<file path="src/rtl/vga_timing_pkg.sv">
// Shared VGA timing constants, flag bundle and total-count helpers.
package vga_timing_pkg;

    localparam int unsigned COORD_W = 11;
    localparam int unsigned RGB_W   = 3;

    // 640x480@60 defaults
    localparam int unsigned H_VISIBLE_DEF = 640;
    localparam int unsigned H_FRONT_DEF   = 16;
    localparam int unsigned H_SYNC_DEF    = 96;
    localparam int unsigned H_BACK_DEF    = 48;
    localparam int unsigned V_VISIBLE_DEF = 480;
    localparam int unsigned V_FRONT_DEF   = 10;
    localparam int unsigned V_SYNC_DEF    = 2;
    localparam int unsigned V_BACK_DEF    = 33;

    // Sync pulses are active-low for this mode
    localparam logic SYNC_POL_DEF = 1'b0;

    // Raw per-coordinate flags, carried through the renderer-latency pipe
    typedef struct packed {
        logic hs;
        logic vs;
        logic vis;
    } sync_flags_t;

    function automatic int unsigned h_total_calc(input int unsigned vis, input int unsigned front,
                                                 input int unsigned sync, input int unsigned back);
        return vis + front + sync + back;
    endfunction

    function automatic int unsigned v_total_calc(input int unsigned vis, input int unsigned front,
                                                 input int unsigned sync, input int unsigned back);
        return vis + front + sync + back;
    endfunction

endpackage

</file>
<file path="src/rtl/sync_delay_line.sv">
// Tick-enabled shift register with asynchronous clear; depth 0 is a wire.
module sync_delay_line #(
    parameter int unsigned DEPTH = 1,
    parameter int unsigned WIDTH = 3
) (
    input  logic             i_clk,
    input  logic             i_rst,
    input  logic             i_en,
    input  logic [WIDTH-1:0] i_d,
    output logic [WIDTH-1:0] o_q
);

    generate
        if (DEPTH == 0) begin : g_bypass
            assign o_q = i_d;
        end else begin : g_pipe
            logic [WIDTH-1:0] r_stage [DEPTH];

            // Advance one stage per enable, cleared to inactive on reset
            always_ff @(posedge i_clk or posedge i_rst) begin
                if (i_rst) begin
                    for (int unsigned i = 0; i < DEPTH; i++) begin
                        r_stage[i] <= '0;
                    end
                end else if (i_en) begin
                    r_stage[0] <= i_d;
                    for (int unsigned i = 1; i < DEPTH; i++) begin
                        r_stage[i] <= r_stage[i-1];
                    end
                end
            end

            assign o_q = r_stage[DEPTH-1];
        end
    endgenerate

endmodule

</file>
<file path="src/rtl/vga_sync_gen.sv">
// VGA raster generator: pixel divider, h/v counters, latency-matched sync and colour outputs.
module vga_sync_gen
    import vga_timing_pkg::*;
#(
    parameter int unsigned CLK_DIV    = 2,
    parameter int unsigned H_VISIBLE  = H_VISIBLE_DEF,
    parameter int unsigned H_FRONT    = H_FRONT_DEF,
    parameter int unsigned H_SYNC     = H_SYNC_DEF,
    parameter int unsigned H_BACK     = H_BACK_DEF,
    parameter int unsigned V_VISIBLE  = V_VISIBLE_DEF,
    parameter int unsigned V_FRONT    = V_FRONT_DEF,
    parameter int unsigned V_SYNC     = V_SYNC_DEF,
    parameter int unsigned V_BACK     = V_BACK_DEF,
    parameter logic        SYNC_POL   = SYNC_POL_DEF,
    parameter int unsigned PIPE_DELAY = 1
) (
    input  logic               clk,
    input  logic               reset,
    input  logic [RGB_W-1:0]   PIXEL,
    output logic [COORD_W-1:0] PIXEL_H,
    output logic [COORD_W-1:0] PIXEL_V,
    output logic               pixel_tick,
    output logic               frame_start,
    output logic               hsync,
    output logic               vsync,
    output logic               video_on,
    output logic [RGB_W-1:0]   rgb
);

    localparam int unsigned H_TOTAL = h_total_calc(H_VISIBLE, H_FRONT, H_SYNC, H_BACK);
    localparam int unsigned V_TOTAL = v_total_calc(V_VISIBLE, V_FRONT, V_SYNC, V_BACK);

    localparam logic [COORD_W-1:0] H_LAST     = COORD_W'(H_TOTAL - 1);
    localparam logic [COORD_W-1:0] V_LAST     = COORD_W'(V_TOTAL - 1);
    localparam logic [COORD_W-1:0] H_VIS_END  = COORD_W'(H_VISIBLE);
    localparam logic [COORD_W-1:0] V_VIS_END  = COORD_W'(V_VISIBLE);
    localparam logic [COORD_W-1:0] H_SYNC_BEG = COORD_W'(H_VISIBLE + H_FRONT);
    localparam logic [COORD_W-1:0] H_SYNC_END = COORD_W'(H_VISIBLE + H_FRONT + H_SYNC);
    localparam logic [COORD_W-1:0] V_SYNC_BEG = COORD_W'(V_VISIBLE + V_FRONT);
    localparam logic [COORD_W-1:0] V_SYNC_END = COORD_W'(V_VISIBLE + V_FRONT + V_SYNC);

    logic               w_tick;
    logic [COORD_W-1:0] r_h;
    logic [COORD_W-1:0] r_v;
    logic               r_frame_start;
    logic               r_hsync;
    logic               r_vsync;
    logic               r_video_on;
    logic [RGB_W-1:0]   r_rgb;
    sync_flags_t        w_raw;
    sync_flags_t        w_dly;

    generate
        if (CLK_DIV > 1) begin : g_div
            localparam int unsigned      DIV_W    = $clog2(CLK_DIV);
            localparam logic [DIV_W-1:0] DIV_LAST = DIV_W'(CLK_DIV - 1);
            logic [DIV_W-1:0] r_div_cnt;

            // Pixel-rate divider, wraps at CLK_DIV-1
            always_ff @(posedge clk or posedge reset) begin
                if (reset) begin
                    r_div_cnt <= '0;
                end else if (r_div_cnt == DIV_LAST) begin
                    r_div_cnt <= '0;
                end else begin
                    r_div_cnt <= r_div_cnt + DIV_W'(1);
                end
            end

            assign w_tick = (r_div_cnt == DIV_LAST);
        end else begin : g_nodiv
            assign w_tick = 1'b1;
        end
    endgenerate

    // Raster counters: h wraps each line, v advances on h wrap
    always_ff @(posedge clk or posedge reset) begin
        if (reset) begin
            r_h <= '0;
            r_v <= '0;
        end else if (w_tick) begin
            if (r_h == H_LAST) begin
                r_h <= '0;
                r_v <= (r_v == V_LAST) ? '0 : r_v + COORD_W'(1);
            end else begin
                r_h <= r_h + COORD_W'(1);
            end
        end
    end

    // Single-clk pulse coinciding with the counters landing on (0,0)
    always_ff @(posedge clk or posedge reset) begin
        if (reset) begin
            r_frame_start <= 1'b0;
        end else begin
            r_frame_start <= w_tick && (r_h == H_LAST) && (r_v == V_LAST);
        end
    end

    // Undelayed flags for the current coordinate
    always_comb begin
        w_raw     = '0;
        w_raw.hs  = (r_h >= H_SYNC_BEG) && (r_h < H_SYNC_END);
        w_raw.vs  = (r_v >= V_SYNC_BEG) && (r_v < V_SYNC_END);
        w_raw.vis = (r_h < H_VIS_END) && (r_v < V_VIS_END);
    end

    sync_delay_line #(
        .DEPTH (PIPE_DELAY),
        .WIDTH ($bits(sync_flags_t))
    ) u_delay (
        .i_clk (clk),
        .i_rst (reset),
        .i_en  (w_tick),
        .i_d   (w_raw),
        .o_q   (w_dly)
    );

    // Final output stage shared by flags and colour so all four stay aligned
    always_ff @(posedge clk or posedge reset) begin
        if (reset) begin
            r_hsync    <= ~SYNC_POL;
            r_vsync    <= ~SYNC_POL;
            r_video_on <= 1'b0;
            r_rgb      <= '0;
        end else if (w_tick) begin
            r_hsync    <= w_dly.hs ? SYNC_POL : ~SYNC_POL;
            r_vsync    <= w_dly.vs ? SYNC_POL : ~SYNC_POL;
            r_video_on <= w_dly.vis;
            r_rgb      <= w_dly.vis ? PIXEL : '0;
        end
    end

    assign PIXEL_H     = r_h;
    assign PIXEL_V     = r_v;
    assign pixel_tick  = w_tick;
    assign frame_start = r_frame_start;
    assign hsync       = r_hsync;
    assign vsync       = r_vsync;
    assign video_on    = r_video_on;
    assign rgb         = r_rgb;

endmodule

</file>
<file path="config.mk">
export PLATFORM = sky130hd
export DESIGN_NAME = vga_sync_gen
export DESIGN_NICKNAME = d
export VERILOG_FILES = /design/src/rtl/vga_timing_pkg.sv /design/src/rtl/sync_delay_line.sv /design/src/rtl/vga_sync_gen.sv
export SDC_FILE = /design/constraint.sdc
export NUM_CORES = 1
export LEC_CHECK = 0
export BUFFER_PORTS_ARGS = -buffer_cell sky130_fd_sc_hd__buf_2
export CAP_MARGIN = 20
export CELL_PAD_IN_SITES_DETAIL_PLACEMENT = 0
export CELL_PAD_IN_SITES_GLOBAL_PLACEMENT = 1
export CORE_ASPECT_RATIO = 1.1
export CORE_MARGIN = 2
export CORE_UTILIZATION = 45
export DETAILED_ROUTE_END_ITERATION = 6
export MAX_ROUTING_LAYER = met4
export PLACE_DENSITY_LB_ADDON = 0.1
export SETUP_SLACK_MARGIN = 0.2
export SLEW_MARGIN = 25
export SYNTH_ARGS = -nofsm -noshare
export SYNTH_HDL_FRONTEND = slang
export SYNTH_HIERARCHICAL = 1
export SYNTH_SLANG_ARGS = --single-unit
</file>
<file path="constraint.sdc">
create_clock -name clk -period 5.2 [get_ports clk]
set_clock_uncertainty 0.05 [all_clocks]
set_input_delay 1.04 -clock clk [delete_from_list [all_inputs] [get_ports clk]]
set_output_delay 1.04 -clock clk [all_outputs]
set_load 0.01 [all_outputs]
</file>
Yosys cells after proc, flatten, opt, wreduce, memory -nomap -nowiden

Cells that the tools add are included.

Register bits after elaboration: 33
Output and inout bits: 30
Input bits: 5

Add/subtract/negate cells: 3
Muxes and demuxes: 6
Eq/ne operators: 2
Order comparisons: 6
Reductions and logical operators: 6

Operator list:

| kind                                                                                   | number |
|---|---|
| 11-bit by 1-bit adder with 11-bit output (second input constant)                       | 2 |
| 11-bit by 10-bit == test with 1-bit output (second input constant)                     | 2 |
| 11-bit by 10-bit < comparator with 1-bit output (second input constant)                | 2 |
| 11-bit by 9-bit < comparator with 1-bit output (second input constant)                 | 2 |
| 11-bit two-way mux                                                                     | 2 |
| 11-bit by 10-bit greater-or-equal comparator with 1-bit output (second input constant) | 1 |
| 11-bit by 9-bit greater-or-equal comparator with 1-bit output (second input constant)  | 1 |
| 1-bit logical AND                                                                      | 5 |
| 1-bit two-way mux                                                                      | 3 |
| 3-bit two-way mux                                                                      | 1 |
| 2-bit AND reduction                                                                    | 1 |
| 1-bit adder (second input constant)                                                    | 1 |

Depth between registers and ports, before layout

Gate-level depths: netlist (run 1).

Word-level depth: 3
Mapped depth: 6
Mapped depth without buffers: 6

By module

Netlist (run 1), hierarchy kept.

Modules (own cells, without submodules):

| module          | seq. area each (um^2) | instances | area each (um^2) | cells an instance |
|---|---|---|---|---|
| vga_sync_gen    | 753.2                 | 1         | 1586.5           | 158 |
| sync_delay_line | 75.1                  | 1         | 112.6            | 7 |

Worst setup path after synthesis (run 1)

No wires, ideal clock.

Kind: register -> register
From: register r_h[0] (netlist: PIXEL_H[0])
To: register r_v[7] (netlist: PIXEL_V[7])
Data required time: 5.071 ns
Clock period less this slack: 1.946 ns
Path slack: 3.254 ns
Path buffers: 0
Arrival time: 1.817 ns
Stages on the path, launching flop included: 6
Cells stage by stage: dfrtp_1 -> ha_1 -> or3b_4 -> or4_4 -> nor3_2 -> xor2_1

Cells in the longest elaborated chain, start to end: 2

Ends and longest elaborated chain:

| item                                       | RTL line           | RTL |
|---|---|---|
| from (decl)                                | vga_sync_gen.sv:43 | `logic [COORD_W-1:0] r_h;` |
| from (signal assigned)                     | vga_sync_gen.sv:86 | `r_h <= r_h + COORD_W'(1);` |
| 11-bit by 10-bit == test with 1-bit output | vga_sync_gen.sv:82 | `if (r_h == H_LAST) begin` |
| 2-bit AND reduction (no line)              | -                  |  |
| to (signal assigned)                       | vga_sync_gen.sv:84 | `r_v <= (r_v == V_LAST) ? '0 : r_v + COORD_W'(1);` |
| to (decl)                                  | vga_sync_gen.sv:44 | `logic [COORD_W-1:0] r_v;` |

Every way passes these cells.
A chain may end at the register's enable or synchronous reset.

Worst setup path after layout (run 1)

From: register g_div.r_div_cnt (netlist: pixel_tick)
To: output pixel_tick

RTL lines:

| item                   | RTL line           | RTL |
|---|---|---|
| from (decl)            | vga_sync_gen.sv:57 | `logic [DIV_W-1:0] r_div_cnt;` |
| from (signal assigned) | vga_sync_gen.sv:66 | `r_div_cnt <= r_div_cnt + DIV_W'(1);` |
| to (decl)              | vga_sync_gen.sv:22 | `output logic pixel_tick,` |

No word-level cell between the ends.

==> reports/qor.yml, run 1 <==
floorplan:
  ios: 35
  die_h_um: 68.4
  initial_core_util_pct: 46.9
  placementRows: 23
  die_area_um2: 4280
  die_x_um: 62.6
  core_area_um2: 3630
synth:
  synthTopCellsByCount: "31 x dfrtp_1, 16 x nand2_1, 13 x inv_1, 13 x o21ai_0, 11 x nand3_1"
  netlist_instances: 165
  synth_top_area_cell: "dfrtp_1"
  synth-seq-cells: 33
  seq_area_frac_synth_pct: 48.7
  syn-num-nets: 175
  yosys.cell_count.top_type: "dfrtp_1"
  synthesis.area_um2: 1700
  synthTopCellsByArea: "dfrtp_1 46%, xnor2_1 4.6%, o21ai_0 3.8%"
  synth-main-ff-cell: "dfrtp_1"
  synth_top_area_share_pct: 45.7
  synth_edf_count: 0
  async_flop_share_pct: 100
  avgSynthCellArea_um2: 10.3
  ys_warn_count: 6
  yosysUniqueCellTypes: 39
global_routing:
  grt_pass1_vias: 1323
  track_usage_pct: 19.2
  antenna_found_initial: 0
  grt_overflow: 0
  grt_pass1_wl_um: 6110
  grt_max_degree: 31
status:
  run_status: "completed"
setup_path:
  critPathMaxStageDelay_ns: 0.71
  cp.arrival_ns: 1.23
  end_kind: "output port"
  cp_max_fo: 20
  setup.worst_path.class: "reg2out"
  slowest_stage: "dfrtp_1"
  crit_buf_inv: 1
  required_ns: 4.11
  start_kind: "flip-flop"
  cp_top_family: "flip-flops"
  crit_chain: "buf_2"
sta:
  max_slew_margin_pct: 58.9
  whs_ns: 0.371
  max_slew.worst_pin.slew_ns: 0.615
  hold_violations: 0
  setup_viol: 0
  final.setup.tns_ns: 0
  post-route-period-util_pct: 44.6
  finalCriticalPeriod_ns: 2.32
  final_max_slew_viol_count: 0
  fmax_mhz: 431
  rsz0062_at_grt: "false"
pwr:
  vdd_ir_drop_max_uv: 127
  p_leak_uw: 0.000937
  p_total_uw: 515
  powerDensity_nw_per_um2: 255
routing:
  final_antenna_net_count: 0
  wl_met3_um: 145
  viasPerCell: 5.32
  top_layer_used: "met4"
  drcViolationCount: 0
  vias: 1341
  dr.pass1.iters: 4
  drt_iter0_drc: 37
  wl_met1_um: 1580
  wl_per_cell_um: 14.1
  postRouteWirelength_um: 3570
  wl_met2_um: 1760
clocking:
  h-tree-depth: 2
  post_cts_resize_count: 0
  cts_tree: "built"
  clk_latency_ns: 0.28
  cts_max_path_buffers: 2
  cts_buffers: 5
  clk_pin_slew_ns: 0.07
  cts.sinks: 33
  cts-hold-fix-buffers: 0
  cts-root-buf: "clkbuf_8"
  cts_setup_buffers: 0
min_path:
  hp-class: "reg2reg"
job:
  drv_cap: 0
layout:
  drive_gt1_share_pct: 29.2
  finalNetCount: 211
  areaGrowthSynthToFinish_pct: 18.9
  fillers: 341
  diodes: 0
placement:
  numPortBuffers: 34
  gp_congestion: 0.784
  dp_hpwl_um: 2660
[metrics by stage]
stage | setup WS [ns] | cells | util, % | instance area [um2]
after floorplan | 3.25 | 165 | - | 1700
after global placement | 3.12 | 244 | 52.5 | 1900
after detailed placement | 3.06 | 244 | 52.5 | 1900
after CTS | 2.86 | 252 | 55.7 | 2020
after global routing | 2.78 | 252 | 55.7 | 2020
final | 2.88 | 252 | 55.7 | 2020
[flip-flops by register name (all words and copies together), names as in the netlist]
signal and flops:
PIXEL_H 11, PIXEL_V 11, frame_start 1, hsync 1
pixel_tick 1, rgb 3, u_delay/o_q 3, video_on 1
vsync 1
[logic make-up after synthesis]
family | share of synthesized area (%)
AOI/OAI and AO/OA | 7.22
xor gates and xnor gates | 6.19
adders and majority gates | 3.68
buffers and inverters | 4.49
DFF | 48.7
muxes | 3.83
and+or+nand+nor | 25.8
[final cells by class]
type	count	area, um2	area share, %
Clock inverter	1	30.0	1.49
Timing Repair Buffer	34	170	8.42
Inverter	13	48.8	2.41
Tap cell	50	62.6	3.10
Multi-Input combinational cell	114	795	39.3
Sequential cell	33	828	41.0
Clock buffer	7	86.3	4.27
[layer usage]
metal	vias up	global-route usage (%)
met5	-	-
met4	0	9.44
met3	9	5.43
met2	32	32.4
met1	643	21.4
li1	657	-
[cells in the final DEF (no fill, tap or decap), types with 3 or more instances in the layout]
cell type and instances:
buf_2 34, dfrtp_1 31, nand2_1 16, o21ai_0 13, inv_1 12, nand3_1 11
xnor2_1 9, nand4_1 8, nor2_1 6, clkbuf_8 6, ha_1 5, nor4_1 4
mux2_2 4, o21ai_1 3, and3_1 3, xor2_1 3, nor3_1 3
[power breakdown]
part	internal [uW]	switching, uW	leakage, uW
combinational	2.75	6.94	0.000456
clock	156	90.3	0.0000585
sequential	258	0.531	0.000422
[final timing paths]
| check | startpoint | slack, ns | cells past startpoint | end |
|---|---|---|---|---|
| hold / removal | u_delay/o_q[1] | 0.37 | 1 | vsync |
| min in group asynchronous | reset | 0.58 | 2 | u_delay/o_q[2] |
| max in group asynchronous | reset | 3.90 | 2 | PIXEL_V[10] |
| setup reg to reg | pixel_tick | 3.05 | 4 | PIXEL_V[5] |
| setup / recovery | pixel_tick | 2.88 | 1 | pixel_tick |
| hold reg to reg | u_delay/o_q[1] | 0.37 | 1 | vsync |
Note: power is estimated with default switching activity, not from simulation.
==> run 2, diff against run 1 <==
--- a/config.mk
+++ b/config.mk
@@ -11,7 +11,7 @@
 export CELL_PAD_IN_SITES_GLOBAL_PLACEMENT = 1
 export CORE_ASPECT_RATIO = 1.1
 export CORE_MARGIN = 2
-export CORE_UTILIZATION = 45
+export CORE_UTILIZATION = 37
 export DETAILED_ROUTE_END_ITERATION = 6
 export MAX_ROUTING_LAYER = met4
 export PLACE_DENSITY_LB_ADDON = 0.1
==> constraint.sdc (replaced) <==
create_clock -name clk -period 2 [get_ports clk]
set_clock_uncertainty 0.05 [all_clocks]
set_input_delay 0.4 -clock clk [delete_from_list [all_inputs] [get_ports clk]]
set_output_delay 0.4 -clock clk [all_outputs]
set_load 0.01 [all_outputs]
==> reports/qor.yml, run 2 (synthesized netlist as in run 1, its figures left out) <==
setup_path:
  cp.arrival_ns: 2.04  # +0.81 ns
  end_kind: "flip-flop"
  cp_max_fo: 6  # -70%
  r2r-end: "PIXEL_V[7]"
  cp_top_family: "simple AND/OR/NAND/NOR gates"
  required_ns: 2.16  # -1.95 ns
  start_kind: "flip-flop"
  slowest_stage: "or4_4"
  crit_buf_inv: 0  # -1
  critPathMaxStageDelay_ns: 0.49  # -0.22 ns
  setup.worst_path.class: "reg2reg"
  rrSetupSlack_ns: 0.12  # -2.93 ns
  crit_chain: "ha_2 > or3b_4 > or4_4 > nor3_4 > xor2_1"
  timing.rr.start: "PIXEL_H[1]"
  reg2reg_depth: 5  # +1
sta:
  max_slew_margin_pct: 73.8  # +15 points
  finalCriticalPeriod_ns: 1.88
  final_max_slew_viol_count: 0  # unchanged
  max_slew.worst_pin.slew_ns: 0.390  # -0.226 ns
  setup_slack_ns: 0.117  # -2.76 ns
  hold_violations: 0  # unchanged
  rsz0062_at_grt: "true"
  setup_viol: 0  # unchanged
  post-route-period-util_pct: 94.1
  fmax_mhz: 531
  final.setup.tns_ns: 0  # unchanged
routing:
  wl_per_cell_um: 14.7  # +4.2%
  dr.pass1.iters: 4  # unchanged
  postRouteWirelength_um: 4070  # +14%
  vias: 1451  # +8.2%
  drt_iter0_drc: 113  # +210%
  final_antenna_net_count: 0  # unchanged
  viasPerCell: 5.26  # -1.2%
  drcViolationCount: 0  # unchanged
global_routing:
  antenna_found_initial: 0  # unchanged
  grt_pass1_wl_um: 6670  # +9.2%
  grt_max_degree: 19  # -39%
  grt_overflow: 0  # unchanged
  track_usage_pct: 18.1  # -1.1 points
  grt_pass1_vias: 1403  # +6.0%
layout:
  final_common_cell: "buf_2"
  fillers: 445  # +30%
  final_util_pct: 50.7  # -5.0 points
  diodes: 0  # unchanged
  areaGrowthSynthToFinish_pct: 29.7
  layout_common_cells: "34 x buf_2, 31 x dfrtp_1, 19 x buf_4, 16 x nand2_1, 13 x inv_1"
  drive_gt1_share_pct: 37.8  # +8.6 points
  finalNetCount: 231  # +9.5%
min_path:
  hold_end: "rgb[1]"
  min_from: "PIXEL[1]"
  hp-class: "in2reg"
  worstHoldPathCells: 3  # +2
pwr:
  powerDensity_nw_per_um2: 570  # +120%
  p_leak_uw: 0.00106  # +13%
  vdd_ir_drop_max_uv: 323  # +150%
  p_total_uw: 1260  # +140%
clocking:
  h-tree-depth: 2  # unchanged
  cts_buffers: 5  # unchanged
  clk_pin_slew_ns: 0.07  # about the same
  cts_tree: "built"
  cts_max_path_buffers: 2  # unchanged
  cts-root-buf: "clkbuf_8"
  cts.sinks: 33  # unchanged
  clk_latency_ns: 0.28  # about the same
floorplan:
  die_h_um: 75.1  # +9.7%
  ios: 35  # unchanged
  placementRows: 25  # +8.7%
  die_x_um: 68.6  # +9.6%
  core_area_um2: 4350  # +20%
  initial_core_util_pct: 39.1  # -7.8 points
  die_area_um2: 5150  # +20%
job:
  drv_cap: 0  # unchanged
placement:
  gp_congestion: 0.814  # +3.9%
  dp_hpwl_um: 2990  # +13%
  numPortBuffers: 34  # unchanged
  place_ws_ns: 0.0493  # -3.01 ns
status:
  run_status: "completed"
==> run 2: cell count changes in the layout (fill, tap and decap cells not counted), moves of 2 or more <==
cell     before  now
o21ai_0      13    8
buf_4         0   19
nand3_1      11    9
o21ai_1       3    7
nand3_2       0    2
==> run 2: report_power, final <==
group / switching [uW] / total [uW] / internal (uW)
registers: 1.26 / 672 / 670
logic: 19.6 / 30.7 / 11.0
clock network: 242 / 554 / 311
total: 263 / 1260 / 993
==> run 2: how the worst max path moves through the flow <==
stage | start | to | slack (ns) | cells past startpoint
2_1_floorplan | PIXEL_H[0] | PIXEL_V[2] | 0.12 | 5
3_3_place_gp | PIXEL_H[1] | PIXEL_V[2] | 0.13 | 5
3_5_place_dp | PIXEL_H[1] | PIXEL_V[7] | 0.05 | 5
4_1_cts | PIXEL_H[1] | PIXEL_V[7] | 0.13 | 5
5_1_grt | PIXEL_H[0] | PIXEL_V[7] | 0.05 | 5
6_report | PIXEL_H[1] | PIXEL_V[7] | 0.12 | 5
==> run 2: cell type report <==
| type | instances | area, um2 | area share, % |
|---|---|---|---|
| Timing Repair Buffer | 54 | 323 | 14.6 |
| Inverter | 13 | 48.8 | 2.21 |
| Multi-Input combinational cell | 114 | 836 | 37.9 |
| Tap cell | 54 | 67.6 | 3.06 |
| Sequential cell | 33 | 828 | 37.6 |
| Clock buffer | 7 | 96.3 | 4.37 |
| Clock inverter | 1 | 5.00 | 0.227 |
==> run 2: per-layer routing <==
layer  track usage, %  up-vias  part of all wire, %  wire length (um)
met5                -        -                    0                 0
met3             3.14        2                  4.5               183
li1                 -      697                    -                 -
met2             29.6       34                   52              2120
met4             7.11        0                 0.54                22
met1             22.0      718                   43              1740
==> run 2: worst min-delay path, stage by stage <==
cell	delay (ns)
buf_2	0.07
nand3_1	0.06
o21ai_0	0.07
==> run 2: per-stage QoR <==
stage / area [um2] / hold WS [ns] / instances
after floorplan: 1700 / 0.104 / 165
after global placement: 2010 / 0.228 / 261
after detailed placement: 2010 / 0.238 / 261
after CTS: 2140 / 0.314 / 273
after global routing: 2200 / 0.322 / 276
final: 2200 / 0.318 / 276
==> run 2: repair_timing <==
item	4_1_cts	5_1_grt
hold buffers	1	0
gates resized for setup	1	10
setup endpoints to repair	11	13
setup buffers	3	3
pin swaps	0	9
hold endpoints to repair	3	0
